<file path="config.mk">
export PLATFORM = sky130hd
export DESIGN_NAME = fetch_stage_queue_flat
export DESIGN_NICKNAME = d
export VERILOG_FILES = /design/src/rtl/fetch_stage_queue_if.sv /design/src/rtl/fetch_stage_queue.sv /design/src/flat_wrapper.sv
export SDC_FILE = /design/constraint.sdc
export NUM_CORES = 1
export LEC_CHECK = 0
export CAP_MARGIN = 0
export CORE_ASPECT_RATIO = 0.9
export CORE_MARGIN = 8
export CORE_UTILIZATION = 40
export DETAILED_ROUTE_END_ITERATION = 6
export GPL_TIMING_DRIVEN = 0
export SYNTH_ARGS = -nofsm -noshare
export SYNTH_HDL_FRONTEND = slang
export SYNTH_SLANG_ARGS = --single-unit
export TNS_END_PERCENT = 20
</file>
<file path="constraint.sdc">
create_clock -name clk -period 11.6 [get_ports clk]
set_input_delay 1.16 -clock clk [delete_from_list [all_inputs] [get_ports clk]]
set_output_delay 1.16 -clock clk [all_outputs]
set_load 0.1 [all_outputs]
</file>
<file path="src/rtl/fetch_stage_queue_if.sv">
// Handshake bundle between fetch stage 0 (producer) and fetch stage 1 (consumer).
// The queue takes the slave view; the IF0/IF1 side takes the master view.
interface fetch_stage_queue_if #(
  parameter int PC_W  = 32,
  parameter int TAG_W = 2
);
  logic             in_valid;
  logic             in_ready;
  logic [PC_W-1:0]  in_pc;
  logic [PC_W-1:0]  in_pc_next;
  logic [TAG_W-1:0] in_tag;
  logic             out_valid;
  logic             out_ready;
  logic [PC_W-1:0]  out_pc;
  logic [PC_W-1:0]  out_pc_next;
  logic [TAG_W-1:0] out_tag;

  modport master (
    output in_valid, in_pc, in_pc_next, in_tag, out_ready,
    input  in_ready, out_valid, out_pc, out_pc_next, out_tag
  );

  modport slave (
    input  in_valid, in_pc, in_pc_next, in_tag, out_ready,
    output in_ready, out_valid, out_pc, out_pc_next, out_tag
  );
endinterface

</file>
<file path="src/rtl/fetch_stage_queue.sv">
// DEPTH-entry decoupling queue between IF0 and IF1 with whole-queue flush,
// occupancy output and a saturating count of entries discarded by flush.
module fetch_stage_queue_chk #(
  parameter int PC_W  = 32,
  parameter int TAG_W = 2,
  parameter int DEPTH = 4
) (
  input logic                     clk,
  input logic                     rst,
  input logic                     flush,
  input logic                     out_valid,
  input logic                     out_ready,
  input logic [PC_W-1:0]          out_pc,
  input logic [PC_W-1:0]          out_pc_next,
  input logic [TAG_W-1:0]         out_tag,
  input logic [$clog2(DEPTH):0]   count
);
  localparam int OCC_W = $clog2(DEPTH) + 1;

  logic             hold_r;
  logic [PC_W-1:0]  snap_pc_r;
  logic [PC_W-1:0]  snap_pc_next_r;
  logic [TAG_W-1:0] snap_tag_r;

  // A stalled head must present identical fields on the following cycle.
  always_ff @(posedge clk or posedge rst) begin
    if (rst) begin
      hold_r         <= 1'b0;
      snap_pc_r      <= '0;
      snap_pc_next_r <= '0;
      snap_tag_r     <= '0;
    end else begin
      if (hold_r) begin
        a_head_stable: assert (out_valid && out_pc == snap_pc_r &&
                               out_pc_next == snap_pc_next_r && out_tag == snap_tag_r);
      end
      a_count_bound: assert (count <= OCC_W'(DEPTH));
      hold_r         <= out_valid & ~out_ready & ~flush;
      snap_pc_r      <= out_pc;
      snap_pc_next_r <= out_pc_next;
      snap_tag_r     <= out_tag;
    end
  end
endmodule

module fetch_stage_queue #(
  parameter int PC_W  = 32,
  parameter int TAG_W = 2,
  parameter int DEPTH = 4,
  parameter int CNT_W = 16
) (
  input  logic                   clk,
  input  logic                   rst,
  input  logic                   flush,
  fetch_stage_queue_if.slave     bus,
  output logic [$clog2(DEPTH):0] count,
  output logic [CNT_W-1:0]       flush_cnt
);
  localparam int PTR_W = $clog2(DEPTH);
  localparam int OCC_W = PTR_W + 1;
  localparam int SUM_W = CNT_W + 1;
  localparam logic [OCC_W-1:0] FULL_C = OCC_W'(DEPTH);

  typedef struct packed {
    logic [PC_W-1:0]  pc;
    logic [PC_W-1:0]  pc_next;
    logic [TAG_W-1:0] tag;
  } entry_t;

  entry_t           mem_r [DEPTH];
  logic [PTR_W-1:0] rd_ptr_r;
  logic [PTR_W-1:0] wr_ptr_r;
  logic [OCC_W-1:0] count_r;
  logic [CNT_W-1:0] flush_cnt_r;

  logic             in_ready_s;
  logic             out_valid_s;
  logic             accept_s;
  logic             push_s;
  logic             pop_s;
  logic [OCC_W-1:0] count_nxt_s;
  logic [SUM_W-1:0] flush_sum_s;
  logic [CNT_W-1:0] flush_cnt_nxt_s;
  entry_t           in_entry_s;
  entry_t           head_s;

  // Handshake qualifiers; full/empty come from the occupancy register only.
  always_comb begin
    in_ready_s  = (count_r != FULL_C);
    out_valid_s = (count_r != OCC_W'(0));
    accept_s    = bus.in_valid & in_ready_s;
    push_s      = accept_s & ~flush;
    pop_s       = out_valid_s & bus.out_ready & ~flush;
    in_entry_s  = '{pc: bus.in_pc, pc_next: bus.in_pc_next, tag: bus.in_tag};
  end

  // Occupancy update for the non-flush case.
  always_comb begin
    count_nxt_s = count_r;
    case ({push_s, pop_s})
      2'b10:   count_nxt_s = count_r + OCC_W'(1);
      2'b01:   count_nxt_s = count_r - OCC_W'(1);
      default: count_nxt_s = count_r;
    endcase
  end

  // Flush discards the stored entries plus an entry offered-and-acceptable this cycle.
  always_comb begin
    flush_sum_s     = {1'b0, flush_cnt_r} + SUM_W'(count_r) + SUM_W'(accept_s);
    flush_cnt_nxt_s = flush_cnt_r;
    if (!flush) begin
      flush_cnt_nxt_s = flush_cnt_r;
    end else if (flush_sum_s[CNT_W]) begin
      flush_cnt_nxt_s = {CNT_W{1'b1}};
    end else begin
      flush_cnt_nxt_s = flush_sum_s[CNT_W-1:0];
    end
  end

  // Entry storage; flush zeroes every slot.
  always_ff @(posedge clk or posedge rst) begin
    if (rst) begin
      for (int i = 0; i < DEPTH; i++) begin
        mem_r[i] <= '0;
      end
    end else if (flush) begin
      for (int i = 0; i < DEPTH; i++) begin
        mem_r[i] <= '0;
      end
    end else if (push_s) begin
      mem_r[wr_ptr_r] <= in_entry_s;
    end
  end

  // Pointers, occupancy and discard counter.
  always_ff @(posedge clk or posedge rst) begin
    if (rst) begin
      rd_ptr_r    <= PTR_W'(0);
      wr_ptr_r    <= PTR_W'(0);
      count_r     <= OCC_W'(0);
      flush_cnt_r <= CNT_W'(0);
    end else begin
      flush_cnt_r <= flush_cnt_nxt_s;
      if (flush) begin
        rd_ptr_r <= PTR_W'(0);
        wr_ptr_r <= PTR_W'(0);
        count_r  <= OCC_W'(0);
      end else begin
        if (push_s) begin
          wr_ptr_r <= wr_ptr_r + PTR_W'(1);
        end
        if (pop_s) begin
          rd_ptr_r <= rd_ptr_r + PTR_W'(1);
        end
        count_r <= count_nxt_s;
      end
    end
  end

  // Head fields are masked to zero while the queue is empty.
  always_comb begin
    head_s = mem_r[rd_ptr_r];
    if (out_valid_s) begin
      bus.out_pc      = head_s.pc;
      bus.out_pc_next = head_s.pc_next;
      bus.out_tag     = head_s.tag;
    end else begin
      bus.out_pc      = '0;
      bus.out_pc_next = '0;
      bus.out_tag     = '0;
    end
  end

  assign bus.in_ready  = in_ready_s;
  assign bus.out_valid = out_valid_s;
  assign count         = count_r;
  assign flush_cnt     = flush_cnt_r;

  fetch_stage_queue_chk #(
    .PC_W  (PC_W),
    .TAG_W (TAG_W),
    .DEPTH (DEPTH)
  ) u_chk (
    .clk         (clk),
    .rst         (rst),
    .flush       (flush),
    .out_valid   (out_valid_s),
    .out_ready   (bus.out_ready),
    .out_pc      (bus.out_pc),
    .out_pc_next (bus.out_pc_next),
    .out_tag     (bus.out_tag),
    .count       (count_r)
  );
endmodule

</file>
<file path="src/flat_wrapper.sv">
// flat-port wrapper written by rule: the top's interface ports become plain ports
module fetch_stage_queue_flat 
#(
  parameter int PC_W  = 32,
  parameter int TAG_W = 2,
  parameter int DEPTH = 4,
  parameter int CNT_W = 16
)
  (clk, rst, flush, count, flush_cnt, bus_in_valid, bus_in_pc, bus_in_pc_next, bus_in_tag, bus_out_ready, bus_in_ready, bus_out_valid, bus_out_pc, bus_out_pc_next, bus_out_tag);
  fetch_stage_queue_if #(.PC_W(PC_W), .TAG_W(TAG_W)) bus_i ();
  input  logic clk;
  input  logic rst;
  input  logic flush;
  output logic [$clog2(DEPTH):0] count;
  output logic [CNT_W-1:0] flush_cnt;
  input wire logic [$bits(bus_i.in_valid)-1:0] bus_in_valid;
  input wire logic [$bits(bus_i.in_pc)-1:0] bus_in_pc;
  input wire logic [$bits(bus_i.in_pc_next)-1:0] bus_in_pc_next;
  input wire logic [$bits(bus_i.in_tag)-1:0] bus_in_tag;
  input wire logic [$bits(bus_i.out_ready)-1:0] bus_out_ready;
  output wire logic [$bits(bus_i.in_ready)-1:0] bus_in_ready;
  output wire logic [$bits(bus_i.out_valid)-1:0] bus_out_valid;
  output wire logic [$bits(bus_i.out_pc)-1:0] bus_out_pc;
  output wire logic [$bits(bus_i.out_pc_next)-1:0] bus_out_pc_next;
  output wire logic [$bits(bus_i.out_tag)-1:0] bus_out_tag;
  assign bus_i.in_valid = bus_in_valid;
  assign bus_i.in_pc = bus_in_pc;
  assign bus_i.in_pc_next = bus_in_pc_next;
  assign bus_i.in_tag = bus_in_tag;
  assign bus_i.out_ready = bus_out_ready;
  assign bus_in_ready = bus_i.in_ready;
  assign bus_out_valid = bus_i.out_valid;
  assign bus_out_pc = bus_i.out_pc;
  assign bus_out_pc_next = bus_i.out_pc_next;
  assign bus_out_tag = bus_i.out_tag;
  fetch_stage_queue #(.PC_W(PC_W), .TAG_W(TAG_W), .DEPTH(DEPTH), .CNT_W(CNT_W)) u_core (.clk(clk), .rst(rst), .flush(flush), .bus(bus_i), .count(count), .flush_cnt(flush_cnt));
endmodule
</file>
# Yosys cells after proc, flatten, opt, wreduce, memory -nomap -nowiden
# Cells that the tools add are included.
[classes] add_sub_neg=6 magnitude_cmp=3 eq_ne=3 mux=18 bitwise=7 reduce_logical=5
[ops] cell="$mux W264" n=2
[ops] cell="$bwmux W264" n=1
[ops] cell="$mux W66" n=3
[ops] cell="$bmux W66 S2" n=1
[ops] cell="$demux W66 S2" n=1
[ops] cell="$mux W32" n=2
[ops] cell="$add A16 B3 Y17" n=1
[ops] cell="$add A17 B1 Y17" n=1
[ops] cell="$mux W16" n=1
[ops] cell="$mux W2" n=5
[ops] cell="$ge A3 B3 Y1 const B" n=2
[ops] cell="$not A2 Y3" n=2
[ops] cell="$pmux W3 S2" n=1
[ops] cell="$reduce_bool A3 Y1" n=2
[ops] cell="$add A2 B1 Y2 const B" n=2
[ops] cell="$and A1 B1 Y1" n=4
[ops] cell="$reduce_bool A2 Y1" n=2
[ops] cell="$add A3 B1 Y3 const B" n=1
[ops] cell="$lt A3 B1 Y1 const B" n=1
[ops] cell="$mux W3" n=1
[ops] cell="$ne A3 B3 Y1 const B" n=1
[ops] cell="$sub A3 B1 Y3 const B" n=1
[ops] cell="$eq A2 B1 Y1 const B" n=1
[ops] cell="$eq A2 B2 Y1 const B" n=1
[ops] cell="2 further kinds" n=2
[totals] register_bits=287 elab_cells=58

# Longest topological paths before layout
# Gate-level depths: netlist of the first run.
[depth] depth_word=8 ltp_mapped=12

# Worst setup path before layout of the first run
# Ideal clock, no wire load.
[synth_timing] path_type="reg-to-output" startpoint="register u_core.count_r[1], in the netlist u_core.count[1]" endpoint="output port bus_out_pc[22]" arrival_ps=3300 t_required_ps=10440 slack_ps=7140 stages_incl_launch_ff=5 path_cell_list="dfrtp_1 or3_1 clkbuf_1 clkbuf_1 and2_1"
[synth_via] elab_chain_len=2
[synth_rtl] item="start, declared" line="fetch_stage_queue.sv:73" text="logic [OCC_W-1:0] count_r;"
[synth_rtl] item="start signal, assigned" line="fetch_stage_queue.sv:155" text="count_r <= count_nxt_s;"
[synth_rtl] item="$reduce_bool A3 Y1" line="fetch_stage_queue.sv:90" text="out_valid_s = (count_r != OCC_W'(0));"
[synth_rtl] item="via bus_out_valid" line="flat_wrapper.sv:22" text="output wire logic [$bits(bus_i.out_valid)-1:0] bus_out_valid;"
[synth_rtl] item="$mux W32" line="fetch_stage_queue.sv:163" text="if (out_valid_s) begin"
[synth_rtl] item="end, declared" line="flat_wrapper.sv:23" text="output wire logic [$bits(bus_i.out_pc)-1:0] bus_out_pc;"
# The timed path passes the listed nets, and every way through them passes these cells.

# Worst setup path after layout of the first run
[layout_timing] startpoint="register u_core.count_r[1], in the netlist u_core.count[1]" endpoint="output port bus_out_pc[17]"
[layout_via] elab_chain_len=2
[layout_rtl] item="$reduce_bool A3 Y1" line="fetch_stage_queue.sv:90"
[layout_rtl] item="$mux W32" line="fetch_stage_queue.sv:163"
# No other way between the ends.

==> results of run 1 <==
-- per-layer routing --
metal  global-route usage [%]  part of all wire (%)
met1                     26.6                    45
met2                     28.1                    46
met3                     4.33                   7.2
met4                     3.52                   1.6
met5                        0                 0.076
-- registers in the layout (all words and copies together), names as in the netlist --
name              flops
u_core.mem_r        264
u_core.wr_ptr_r       2
u_core.count          3
u_core.rd_ptr_r       2
u_core.flush_cnt     16
-- kinds of logic (layout without fill, tap and decap cells) --
group	count (synthesis)	count (layout)	share of synthesized area (%)
AOI/OAI and AO/OA	293	293	19.6
muxes	70	70	11.8
adders and majority gates	9	9	1.04
buffers and inverters	96	310	5.43
and+or+nand+nor	129	129	5.90
DFF	287	287	55.5
xor gates and xnor gates	10	10	0.677
-- layout by cell type (no fill, tap or decap), drive strengths merged, types with 2 or more instances in the layout --
master / n
nor3: 2
and3: 2
ha: 6
o31ai: 2
bufinv: 2
nand2: 17
a31oi: 3
a21oi: 7
nand2b: 4
nor3b: 4
clkbuf: 71
or4: 2
fa: 3
buf: 66
clkdlybuf4s50: 156
nor2: 9
clkinv: 4
or3: 4
a22o: 264
a21o: 2
and2: 67
mux2i: 3
o21ai: 9
inv: 11
dfrtp: 287
mux4: 66
nand3: 12
xnor2: 8
xor2: 2
-- worst max-delay path, cell delays in order (launching register included) --
cell             delay [ps]
dfrtp_1                 560
or3_1                   160
clkbuf_1                460
clkbuf_1                670
clkbuf_1                390
and2_1                  210
clkdlybuf4s50_1        1150
-- where the power goes --
group	leakage [nW]	total [W]	switching, W	internal [W]
registers	3.94	0.00114	0.0000605	0.00108
logic	2.78	0.00121	0.000844	0.000366
clock network	0.523	0.00101	0.000401	0.000605
-- worst max path at each step --
stage / to / cells past startpoint
2_1_floorplan: u_core.count[0]$_DFFE_PP0P_ / 1
3_3_place_gp: u_core.mem_r[203]$_DFFE_PP0P_ / 2
3_5_place_dp: bus_out_pc[17] / 6
4_1_cts: bus_out_pc[17] / 6
5_1_grt: bus_out_pc[17] / 6
6_report: bus_out_pc[17] / 6
-- through the flow --
step | std cells | worst slack, ps
CTS | 1524 | 6100
finish | 1524 | 6260
global route | 1524 | 6020
global placement | 1466 | -1310
floorplan | 894 | 2520
detailed placement | 1468 | 6730
-- area by class of cell --
cell class / instances / share of cell area (%)
Buffer: 86 / 4.09
Clock buffer: 49 / 5.91
Clock inverter: 7 / 0.621
Inverter: 10 / 0.310
Multi-Input combinational cell: 511 / 31.3
Sequential cell: 287 / 44.5
Tap cell: 416 / 3.23
Timing Repair Buffer: 158 / 10.0
==> results.toml, run 1 <==
[run_status]
outcome = "finished, final reports clean"

[detailed_routing]
vias = 8781
viasPerCell = 5.76
first_iter_violations = 562
dr.pass1.iters = 5
totalWireLength_mm = 35.3
drc = 0
drtAntennaViolNets = 0
post_drt_wl_per_cell_microns = 23.2

[final_layout]
nets = 1165
diodes = 0
fillerInstances = 2769
regArea_sq_um = 7180
drive_gt1_share_pct = 17.4
multi_input_area_sq_um = 5050
stdcell_area_sq_um = 16100
area_growth_pct = 24.7
final_core_util_pct = 50.6

[logic_synthesis]
synth_ff_type = "dfrtp_1"
synth-edff-count = 0
yosysTopAreaCell = "dfrtp_1"
syn_nets = 974
syn_inst = 894
yosysWarnings = 0
ys_seq_elements = 287
synthArstFlopShare_pct = 100
netlist_top_cells_area = "dfrtp_1 (56%), a22o_1 (18%), mux4_2 (11%)"
netlist_top_cells_count = "dfrtp_1 (287), a22o_1 (264), and2_1 (67), mux4_2 (66), buf_6 (41)"
ys_seq_area_share_pct = 55.5
post-synth-top-area-fraction_pct = 55.5
syn_area_sq_um = 12900
avgSynthCellArea_sq_um = 14.5
yosys.cell_types.count = 42
synth_most_common_cell = "dfrtp_1"

[worst_setup_path]
r2r-end = "u_core.flush_cnt[15]$_DFFE_PP0P_"
path_class = "flop to output pin"
rrSetupSlack_ps = 8230
cp-end-kind = "output pin"
startpoint = "u_core.count[1]$_DFFE_PP0P_"
crit_fanout = 10
start_kind = "flop"
worstRegToRegCells = 12
crit_arrival_ps = 4180
crit_required_ps = 10440
r2r_start = "u_core.count[1]$_DFFE_PP0P_"

[power_and_ir_drop]
leakagePower_nw = 7.24
p_total_w = 0.00336
powerDensity_nw_per_um2 = 208
vdd_drop_max_mv = 0.233

[timing]
max_freq_mhz = 187
skew_ps = 13.5
hold_violations = 0
min_period_ps = 5340
slew_headroom_pct = 29.2
hold_ws_ps = 499
rsz0062_at_grt = "no"
tightest_slew_ps = 1060
min_period_over_period_pct = 46.1
finalSetupViolCount = 0
setup_tns_ps = 0
slew_violations = 0

[placed_design]
hpwlAfterDp_mm = 23.0
io_buffer_count = 156
place_congestion = 0.751
placed_area_sq_um = 15100

[floorplan]
die_area_sq_um = 38300
die_width_microns = 206
start_util_pct = 40.6
io_pins = 158
coreArea_sq_um = 31900
die_h_microns = 187
rows = 62

[global_route]
overflow = 0
antenna_found_initial = 2
grt_first_pass_wirelength_mm = 56.2
grt_usage_pct = 18.4
grt_start_max_net_pins = 127
grt_pass1_vias = 9339

[hold_path]
min_path_type = "flop to flop"
holdPathStages = 1
holdCritStartpoint = "u_core.mem_r[75]$_DFFE_PP0P_"
holdPathEnd = "u_core.mem_r[75]$_DFFE_PP0P_"

[run]
drv_cap = 0

[clock_network]
worstSkewPairLatency_ps = 570
cts_setup_buffers = 0
ctsHoldBuffers = 0
cts_resized = 0
root_buffer = "clkbuf_16"
cts.clk_slew.worst_paths_ps = 60
cts_num_sinks = 287
clk_path_buf_depth = 3
cts_made_buffers = 31
h-tree-depth = 1
cts_tree = "done"
Power figures use the tool's default switching activity.
==> inputs of run 2 (changes only) <==
clock period = 4.4 ns   (was 11.6 ns; I/O delays follow)
==> run 2 against run 1 <==
Against the previous run:
- power rose to 2.6 times the previous value
- critical endpoint is now bus_out_pc_next[27]
- via count up 0.11%
- highest routed layer unchanged
- sequential share of layout area about the same
- routed wire length up 0.27%
- core utilization about the same
- sequential power rose to 2.6 times the previous value
- non-clock buffer count up 6
- clock skew up 0.98 ps
- final cell count up 0.26%
==> results.toml, run 2 (synthesis results as in run 1) <==
[worst_setup_path]
cp-end-kind = "output pin"
crit_arrival_ps = 3800
cp_cell_sequence = "or3_1 > clkbuf_1 > clkbuf_1 > and2_1 > clkdlybuf4s50_1"
start_kind = "flop"
path_class = "flop to output pin"
crit_fanout = 10
crit_path_max_incr_delay_ps = 1150
slowest_stage = "clkdlybuf4s50_1"
rrSetupSlack_ps = 950
crit_required_ps = 3960
cp_common_cell = "clkbuf_1"

[clock_network]
cts_num_sinks = 287
cts_tree = "done"
worstSkewPairLatency_ps = 550
h-tree-depth = 1
cts_made_buffers = 30
cts.clk_slew.worst_paths_ps = 60
clk_path_buf_depth = 3
root_buffer = "clkbuf_16"
cts_setup_buffers = 0

[power_and_ir_drop]
powerDensity_nw_per_um2 = 541
power_switching_share_pct = 39.2
vdd_drop_max_mv = 0.473
power_frac_comb_pct = 36.3
pwr-share-clk_pct = 29.3
pwr-share-seq_pct = 34.5
p_int_w = 0.00531
p_switching_w = 0.00342
leakagePower_nw = 7.40

[timing]
slew_headroom_pct = 29.1
min_period_over_period_pct = 96.5
slew_violations = 0
tightest_slew_ps = 1070
max_freq_mhz = 236
hold_ws_ps = 208
setup_tns_ps = 0
finalSetupViolCount = 0
min_period_ps = 4240
skew_ps = 14.5
hold_violations = 0
rsz0062_at_grt = "yes"

[floorplan]
die_width_microns = 206
die_area_sq_um = 38300
coreArea_sq_um = 31900
start_util_pct = 40.6
io_pins = 158
rows = 62
die_h_microns = 187

[detailed_routing]
dr.pass1.iters = 6
drc = 0
first_iter_violations = 550
drtAntennaViolNets = 0
vias = 8791
viasPerCell = 5.75
post_drt_wl_per_cell_microns = 23.2
totalWireLength_mm = 35.4

[final_layout]
multi_input_area_sq_um = 5050
drive_gt1_share_pct = 19.2
max_flop_register = "u_core.mem_r"
nets = 1170
diodes = 0
final_cell_mix = "dfrtp_1 (287), a22o_1 (264), clkdlybuf4s50_1 (126)"
final_cells = 1528
fillerInstances = 2766
regArea_sq_um = 7180
largest_register_ffs = 264
area_growth_pct = 24.8
final_common_cell = "dfrtp_1"

[global_route]
grt_usage_pct = 18.7
overflow = 0
grt_first_pass_wirelength_mm = 57.3
grt_start_max_net_pins = 41
grt_pass1_vias = 9436
antenna_found_initial = 3

[placed_design]
hpwlAfterDp_mm = 23.5
placedCellCount = 1474
io_buffer_count = 156
place_congestion = 0.756

[hold_path]
min_path_type = "input port to asynchronous set/reset pin"

[run_status]
outcome = "finished, final reports clean"

[run]
drv_cap = 0
==> run 2: cell count changes in the layout (fill, tap and decap cells not counted), sizes merged, moves of 3 or more <==
cell,delta
clkbuf,+3
clkdlybuf4s50,-30
dlymetal6s2s,+7
dlygate4sd2,+3
clkdlybuf4s15,+11
clkinv,+4
buf,+6
==> run 2: per-layer routing <==
layer  part of all wire, %  wire, microns  vias to the layer above  GRT usage [%]
met1                    46          16400                     4662           27.4
met2                    46          16300                      224           28.3
li1                      -              -                     3855              -
met3                   5.8           2050                       46           4.05
met5                 0.062             22                        -              0
met4                   1.8            641                        4           3.74
==> run 2: worst paths after layout <==
path | startpoint | endpoint | cells after the start
max | u_core.count[1]$_DFFE_PP0P_ | bus_out_pc_next[27] | 5
min | rst | u_core.flush_cnt[14]$_DFFE_PP0P_ | 2
max reg2reg | u_core.count[1]$_DFFE_PP0P_ | u_core.flush_cnt[7]$_DFFE_PP0P_ | 12
min reg2reg | u_core.mem_r[54]$_DFFE_PP0P_ | u_core.mem_r[54]$_DFFE_PP0P_ | 1
max in group asynchronous | rst | u_core.mem_r[191]$_DFFE_PP0P_ | 6
min in group clk | u_core.mem_r[54]$_DFFE_PP0P_ | u_core.mem_r[54]$_DFFE_PP0P_ | 1
==> run 2: worst max-delay path: cells and delay by family, from the launching register on <==
family	cells	cell delay, ps
buffers and inverters	3	2240
flip-flops	1	570
AND/OR/NAND/NOR	2	440
==> run 2: per-stage QoR <==
| stage | setup WS, ps | power [W] | area, sq um | util [%] |
|---|---|---|---|---|
| 4_1_cts | 5.83 | 0.00884 | 16200 | 50.7 |
| 2_1_floorplan | 155 | 0.00533 | 12900 | - |
| 5_1_grt | -68.8 | 0.00912 | 16100 | 50.6 |
| 3_3_place_gp | -2010 | 0.00625 | 15000 | 47.1 |
| 3_5_place_dp | 154 | 0.00628 | 15200 | 47.6 |
| 6_report | 156 | 0.00873 | 16100 | 50.6 |
==> run 2: power by group through the flow <==
| stage | Sequential (W) | Clock, W | Combinational [W] |
|---|---|---|---|
| floorplan | 0.00331 | 0 | 0.00203 |
| CTS | 0.00300 | 0.00261 | 0.00323 |
| global route | 0.00304 | 0.00271 | 0.00337 |
| finish | 0.00301 | 0.00256 | 0.00317 |
| global placement | 0.00305 | 0 | 0.00320 |
| detailed placement | 0.00304 | 0 | 0.00324 |
==> run 2: cell type report <==
class                      instances  area share (%)
clock buffer                      43            5.27
sequential                       287            44.5
timing repair buffer             164            10.6
buffer                            86            4.09
inverter                          10           0.287
multi-input combinational        511            31.3
clock inverter                    11           0.806
tap                              416            3.23
==> run 2: timing repair <==
action,4_1_cts,5_1_grt
gates cloned,0,0
endpoints found under the setup margin,23,17
resized for setup,43,26
hold endpoints to repair,0,0
hold buffers,0,0
==> inputs of run 3 (changes only) <==
CORE_ASPECT_RATIO = 0.7   (was 0.9)
==> run 3 against run 2 <==
Against the previous run:
- first-iteration DRC count increased by 56%
- critical path depth grew 1
- sequential share of layout area down 0.17 points
==> results.toml, run 3 (synthesis results as in run 1) <==
[run_status]
outcome = "finished, final reports clean"

[clock_network]
ctsHoldBuffers = 0
cts_tree = "done"
clk_path_buf_depth = 3
cts_made_buffers = 30
cts_resized = 26
worstSkewPairLatency_ps = 570
h-tree-depth = 1
cts.clk_slew.worst_paths_ps = 70
cts_num_sinks = 287
cts_setup_buffers = 0
root_buffer = "clkbuf_16"

[worst_setup_path]
crit_arrival_ps = 3800
cp_top_family = "buffers and inverters"
cp-end-kind = "output pin"
crit_fanout = 10
cp_common_cell = "clkbuf_1"
slowest_stage = "clkdlybuf4s15_1"
crit_required_ps = 3960
worst-path-stages = 6
r2r_start = "u_core.count[0]$_DFFE_PP0P_"
cp_cell_sequence = "or3_1 > clkbuf_1 > clkbuf_1 > clkbuf_1 > and2_1 > clkdlybuf4s15_1"
rrSetupSlack_ps = 1010
start_kind = "flop"
worstRegToRegCells = 12
crit_buf_inv = 4
crit_path_max_incr_delay_ps = 820
startpoint = "u_core.count[1]$_DFFE_PP0P_"
path_class = "flop to output pin"

[power_and_ir_drop]
powerDensity_nw_per_um2 = 550
vdd_drop_max_mv = 0.565
leakagePower_nw = 7.60
p_total_w = 0.00891

[detailed_routing]
totalWireLength_mm = 36.1
vias = 8851
drtAntennaViolNets = 0
first_iter_violations = 859
drc = 0
viasPerCell = 5.74
post_drt_wl_per_cell_microns = 23.4
dr.pass1.iters = 5

[floorplan]
die_width_microns = 231
die_area_sq_um = 38400
rows = 55
coreArea_sq_um = 32100
io_pins = 158
start_util_pct = 40.3
die_h_microns = 166

[final_layout]
nets = 1169
area_growth_pct = 25.3
largest_register_ffs = 264
final_cell_mix = "dfrtp_1 (287), a22o_1 (264), clkdlybuf4s50_1 (119)"
final_common_cell = "dfrtp_1"
max_flop_register = "u_core.mem_r"
final_core_util_pct = 50.5
drive_gt1_share_pct = 20.0

[global_route]
grt_first_pass_wirelength_mm = 57.6
grt_start_max_net_pins = 42
antenna_found_initial = 2
grt_usage_pct = 18.7
grt_pass1_vias = 9416
overflow = 0

[timing]
finalSetupViolCount = 0
max_freq_mhz = 236
slew_headroom_pct = 29.7
min_period_over_period_pct = 96.3
skew_ps = 23.0
setup_tns_ps = 0
slew_violations = 0
tightest_slew_ps = 1050
rsz0062_at_grt = "yes"
hold_violations = 0
min_period_ps = 4240

[placed_design]
io_buffer_count = 156
hpwlAfterDp_mm = 23.8
place_congestion = 0.772

[hold_path]
min_path_type = "input port to asynchronous set/reset pin"

[run]
drv_cap = 0
## run 3: layout make-up
type | count | area (sq um)
Antenna cell | 2 | 5.00
Timing Repair Buffer | 163 | 1660
Fill cell | 2824 | 15900
Inverter | 10 | 46.3
Sequential cell | 287 | 7180
Clock buffer | 36 | 823
Tap cell | 427 | 534
Multi-Input combinational cell | 511 | 5050
Clock inverter | 19 | 243
Buffer | 86 | 659
## run 3: path summary, 6_finish.rpt
kind                                                     to
max in group asynchronous     u_core.mem_r[262]$_DFFE_PP0P_
min in group clk            u_core.flush_cnt[5]$_DFFE_PP0P_
max reg2reg                u_core.flush_cnt[15]$_DFFE_PP0P_
min reg2reg                    u_core.mem_r[25]$_DFFE_PP0P_
max                                           bus_out_pc[3]
min                           u_core.mem_r[111]$_DFFE_PP0P_
## run 3: layer usage
metal	GRT usage [%]	wire (microns)
met5	0	0
met1	28.2	17300
met4	3.74	557
met3	4.85	2450
met2	26.8	15800
## run 3: power breakdown
part / leakage, nW / switching, W / internal (W)
sequential: 3.94 / 0.000167 / 0.00285
clock: 0.524 / 0.00110 / 0.00163
combinational: 3.14 / 0.00223 / 0.000941
total: 7.60 / 0.00349 / 0.00541
## run 3: per-stage QoR
step,worst slack (ps),cells,instance area (sq um),hold slack [ps]
floorplan,155,894,12900,467
global placement,-2040,1477,15000,482
detailed placement,301,1484,15200,485
CTS,5.51,1539,16200,377
global route,-137,1541,16200,420
finish,162,1541,16200,361
